### config.mk
export PLATFORM = sky130hd
export DESIGN_NAME = ct_width_narrow
export DESIGN_NICKNAME = d
export VERILOG_FILES = /design/src/rtl/ct_width_narrow.sv
export SDC_FILE = /design/constraint.sdc
export NUM_CORES = 1
export LEC_CHECK = 0
export BUFFER_PORTS_ARGS = -buffer_cell sky130_fd_sc_hd__buf_2
export CAP_MARGIN = 25
export CORE_ASPECT_RATIO = 1.25
export CORE_MARGIN = 10
export CORE_UTILIZATION = 50
export DETAILED_ROUTE_END_ITERATION = 12
export PLACE_DENSITY = 0.76
export SETUP_SLACK_MARGIN = 0.5
export SYNTH_ARGS = -nofsm -noshare
export SYNTH_HDL_FRONTEND = slang
export SYNTH_SLANG_ARGS = --single-unit
### constraint.sdc
create_clock -name clk -period 32.5 [get_ports clk]
set_input_delay 8.125 -clock clk [delete_from_list [all_inputs] [get_ports clk]]
set_output_delay 8.125 -clock clk [all_outputs]
set_load 0.01 [all_outputs]
### src/rtl/ct_width_narrow.sv
// ct_width_narrow: splits each WIDTH_IN-bit word from the clock-crossing
// FIFO read port into RATIO beats of WIDTH_OUT bits, slice 0 first.
// SR holds the word being emitted; PEND is a one-word skid so that the next
// word can be taken while SR drains. The word in SR is then reloaded with no
// bubble at the word end. o_ready comes only from registers, because the
// crossing's valid is combinational on its ready.
module ct_width_narrow #(
  parameter int WIDTH_IN  = 256,
  parameter int WIDTH_OUT = 64
) (
  input  logic                 clk,
  input  logic                 arst_n,
  input  logic [WIDTH_IN-1:0]  i_data,
  input  logic                 i_valid,
  output logic                 o_ready,
  output logic [WIDTH_OUT-1:0] o_data,
  output logic                 o_valid,
  output logic                 o_last,
  input  logic                 i_ready
);

  localparam int RATIO = WIDTH_IN / WIDTH_OUT;
  localparam int CNT_W = (RATIO > 1) ? $clog2(RATIO) : 1;
  localparam logic [CNT_W-1:0] CNT_LAST = CNT_W'(RATIO - 1);
  localparam logic [CNT_W-1:0] CNT_ZERO = CNT_W'(32'd0);
  localparam logic [CNT_W-1:0] CNT_ONE  = CNT_W'(32'd1);

  // The word must split into a whole number of beats, and at least two.
  if ((RATIO < 2) || (RATIO * WIDTH_OUT != WIDTH_IN)) begin : g_bad_ratio
    $error("ct_width_narrow: WIDTH_IN/WIDTH_OUT must be an integer >= 2");
  end

  logic [WIDTH_IN-1:0] sr_q, sr_d;
  logic [WIDTH_IN-1:0] pend_q, pend_d;
  logic                sr_valid_q, sr_valid_d;
  logic                pend_valid_q, pend_valid_d;
  logic [CNT_W-1:0]    cnt_q, cnt_d;

  logic fire_s;
  logic take_s;

  // A beat leaves when presented and accepted. A word is only taken while
  // PEND is free; a word offered while o_ready is low is ignored.
  assign fire_s = sr_valid_q & i_ready;
  assign take_s = i_valid & ~pend_valid_q;

  // Next-state logic for the shift register, beat counter and skid word.
  always_comb begin
    sr_d         = sr_q;
    sr_valid_d   = sr_valid_q;
    cnt_d        = cnt_q;
    pend_d       = pend_q;
    pend_valid_d = pend_valid_q;

    if (!sr_valid_q) begin
      // Empty: a new word goes straight into SR, visible next cycle.
      if (take_s) begin
        sr_d       = i_data;
        sr_valid_d = 1'b1;
        cnt_d      = CNT_ZERO;
      end else begin
        sr_valid_d = 1'b0;
      end
    end else if (fire_s) begin
      if (cnt_q != CNT_LAST) begin
        // Mid-word beat: expose the next slice.
        sr_d  = sr_q >> WIDTH_OUT;
        cnt_d = cnt_q + CNT_ONE;
        if (take_s) begin
          pend_d       = i_data;
          pend_valid_d = 1'b1;
        end else begin
          pend_valid_d = pend_valid_q;
        end
      end else begin
        // Word end: reload from the skid first (older word), else from input.
        cnt_d = CNT_ZERO;
        if (pend_valid_q) begin
          sr_d         = pend_q;
          pend_valid_d = 1'b0;
        end else if (take_s) begin
          sr_d = i_data;
        end else begin
          sr_valid_d = 1'b0;
        end
      end
    end else begin
      // Stalled: SR and cnt hold; an arriving word parks in PEND.
      if (take_s) begin
        pend_d       = i_data;
        pend_valid_d = 1'b1;
      end else begin
        pend_valid_d = pend_valid_q;
      end
    end
  end

  // Control state: flags and beat counter, cleared by the async reset.
  always_ff @(posedge clk or negedge arst_n) begin
    if (!arst_n) begin
      sr_valid_q   <= 1'b0;
      pend_valid_q <= 1'b0;
      cnt_q        <= CNT_ZERO;
    end else begin
      sr_valid_q   <= sr_valid_d;
      pend_valid_q <= pend_valid_d;
      cnt_q        <= cnt_d;
    end
  end

  // Data storage: qualified by the flags, so it needs no reset.
  always_ff @(posedge clk) begin
    sr_q   <= sr_d;
    pend_q <= pend_d;
  end

  assign o_ready = ~pend_valid_q;
  assign o_data  = sr_q[WIDTH_OUT-1:0];
  assign o_valid = sr_valid_q;
  assign o_last  = sr_valid_q & (cnt_q == CNT_LAST);

endmodule

==> impl_metrics.ini <==
[route]
wl_per_cell_um = 22.9
num_vias = 15000
viasPerCell = 5.93
antenna_left = 0
wirelength_um = 58000
post-route-drc-count = 0
firstDrtPassIters = 6
first_iter_violations = 1496

[final_layout]
drive_above_1_share_pct = 22.2
nets = 2162
final.fill_count = 3712
area_growth_pct = 13.0

[worst_hold_path]
worstHoldStart = pend_q[202]$_DFFE_PP_
hold_class = reg -> reg
whs_path_depth = 2
worstHoldEndpoint = sr_q[202]$_DFFE_PP_

[global_route]
grt_max_degree = 159
grt_util_all_layers_pct = 19.9
grt_pass1_wl_um = 88400
top_usage_layer = met2
grt_overflow_total = 0
grt_use_met1_pct = 26.8
met2_usage_pct = 31.8
antenna_found_initial = 16
grt_pass1_vias = 15200
use_met3_pct = 3.90

[floorplanning]
core_area_um2 = 46200
start_util_pct = 50.6
die_w_um = 214
num_rows = 88
die_y_um = 262
die-area_um2 = 55900
ios = 327

[power_and_ir_drop]
power_per_cell_area_nw_per_um2 = 102
total_leakage_power_nw = 10.9
ir_drop_uv = 86.0

[timing]
setup_tns_ns = 0
max_slew_margin_pct = 30.2
finalCriticalPeriod_ns = 11.07
slew_violations = 0
final.setup_skew_ns = 0.0187
fmax_mhz = 90.3
hold_viol_final = 0
setup_viol = 0
layout_setup_ws_ns = 21.43
worstMarginPinSlew_ns = 1.05
period_share_pct = 34.1
rsz0062_at_grt = false

[place]
hpwl_um = 35000
place_ws_ns = 20.48
gp_congestion = 0.793
io_buffers = 326

[critical_path]
crit_slowest_cell = buf_4
cp_cell_sequence = buf_2 > nand2b_4 > buf_4 > buf_4 > buf_16 > buf_4 > mux2i_1 > o22ai_1
cp_data_required_time_ns = 32.79
worst_r2r_endpoint = sr_q[160]$_DFFE_PP_
critPathMostFrequentCell = buf_4
cp.arrival_ns = 11.37
reg2regPathDepth = 7
endpoint_kind = flip-flop
critPathMaxFanout = 54
r2r-start = pend_valid_q$_DFFE_PN0P_
slowest_delay_ns = 0.80
crit_path_start_kind = input pin
reg2reg_slack_ns = 28.53
path_class = in -> reg

[cts]
clk_pin_slew_ns = 0.06
cts_tree = built
clockBufferDepth = 3
numCtsBuffers = 50
htree_num_levels = 2
root_buffer = clkbuf_16
clock_sinks = 516
cts.repair.resized = 0
cts_hold_buf = 0
clk-insertion-delay-late_ns = 0.59
cts_setup_buffers = 0

[run]
max-cap-violations = 0

[run_status]
status = complete, no violations

[logic_synthesis]
ys_seq_area_share_pct = 66.1
synthTopCellsByArea = edfxtp_1 (66%), mux2i_1 (11%), nor2b_1 (5.1%), o22ai_1 (5.1%), a21oi_1 (4.1%)
synth_top_area_share_pct = 65.7
synth_warnings = 0
synthCells = 1690
synth.avg_cell_area_um2 = 13.9
synth_top_area_cell = edfxtp_1
synth_nets = 1952
synth_seq_cells = 516
netlist_area_um2 = 23400
synth_cell_types = 27
## where the power goes
group	internal (mW)	switching, mW	total [mW]
clock	0.334	0.248	0.582
sequential	1.06	0.0998	1.16
combinational	0.386	0.582	0.968
## layer usage
metal  up-vias  share of wire, %  routed length (um)
met5         -              0.12                  69
met4         8               2.2                1300
met3        90               6.3                3670
met2       536                50               28700
met1      7580                42               24200
li1       6823                 -                   -
## cell usage after synthesis, drive strengths merged
cell type / count
edfxtp: 512
mux2i: 257
a21oi: 193
nor2b: 192
o22ai: 192
buf: 139
nand2: 66
o21ai: 66
clkbuf: 53
dfrtp: 4
a31oi: 2
and2: 2
and3: 2
ha: 2
inv: 2
nand2b: 2
a211oi: 1
a31o: 1
nor2: 1
xor2: 1
## critical path: cells and delay by family
kind | cells | cell delay, ns
buffers and inverters | 5 | 2.27
AND/OR/NAND/NOR | 1 | 0.48
multiplexers | 1 | 0.29
AO/OA/AOI/OAI | 1 | 0.11
## metrics by stage
| step | std cells | area [um^2] | hold slack, ns | util [%] | power, mW |
|---|---|---|---|---|---|
| finish | 2537 | 26500 | 0.524 | 57.2 | 2.71 |
| CTS | 2522 | 26400 | 0.528 | 57.0 | 2.71 |
| floorplan | 1690 | 23400 | 0.496 | - | 1.98 |
| global route | 2536 | 26500 | 0.535 | 57.2 | 2.87 |
| global placement | 2429 | 24700 | 0.498 | 53.4 | 2.08 |
| detailed placement | 2430 | 24700 | 0.510 | 53.5 | 2.13 |
## worst max-delay path by stage
stage	startpoint	to	depth (start not counted)
3_3_place_gp	i_valid	sr_q[34]$_DFFE_PP_	7
6_report	i_valid	sr_q[160]$_DFFE_PP_	8
2_1_floorplan	i_valid	pend_q[0]$_DFFE_PP_	5
4_1_cts	i_valid	sr_q[160]$_DFFE_PP_	7
5_1_grt	i_valid	sr_q[160]$_DFFE_PP_	8
3_5_place_dp	i_valid	sr_q[160]$_DFFE_PP_	7
## cells in the final DEF, fill, tap and decap left out, drive strengths merged
| master | netlist | layout |
|---|---|---|
| and3 | 2 | 2 |
| inv | 2 | 2 |
| clkbuf | 53 | 64 |
| mux2i | 257 | 257 |
| nand2b | 2 | 2 |
| nor2b | 192 | 192 |
| edfxtp | 512 | 512 |
| o22ai | 192 | 192 |
| a211oi | 1 | 1 |
| a31o | 1 | 1 |
| xor2 | 1 | 1 |
| nand2 | 66 | 66 |
| clkinvlp | 0 | 1 |
| diode | 0 | 12 |
| and2 | 2 | 2 |
| a31oi | 2 | 2 |
| ha | 2 | 2 |
| clkinv | 0 | 23 |
| nor2 | 1 | 1 |
| buf | 139 | 350 |
| o21ai | 66 | 66 |
| bufinv | 0 | 4 |
| a21oi | 193 | 193 |
| dfrtp | 4 | 4 |
## logic make-up after synthesis
| family | after synthesis | share of synthesized area, % |
|---|---|---|
| fa+ha+maj | 2 | 0.107 |
| xor+xnor | 1 | 0.0374 |
| buf+inv | 194 | 5.62 |
| flops | 516 | 66.1 |
| compound gates | 455 | 10.8 |
| simple gates | 265 | 6.36 |
| mux | 257 | 11.0 |
## registers in the layout, indices dropped and copies added (netlist names)
signal and count:
pend_q 256, o_valid 1, sr_q 256, cnt_q 2, pend_valid_q 1
## cell type report
class                      count  area, um^2  area share (%)
antenna                       12        30.0           0.113
clock buffer                  64        1400            5.28
clock inverter                28         228           0.860
inverter                       2        12.5          0.0473
multi-input combinational    980        6680            25.2
sequential                   516       15500            58.5
tap                          585         732            2.77
timing repair buffer         350        1920            7.24
Note: power is estimated with default switching activity, not from simulation.
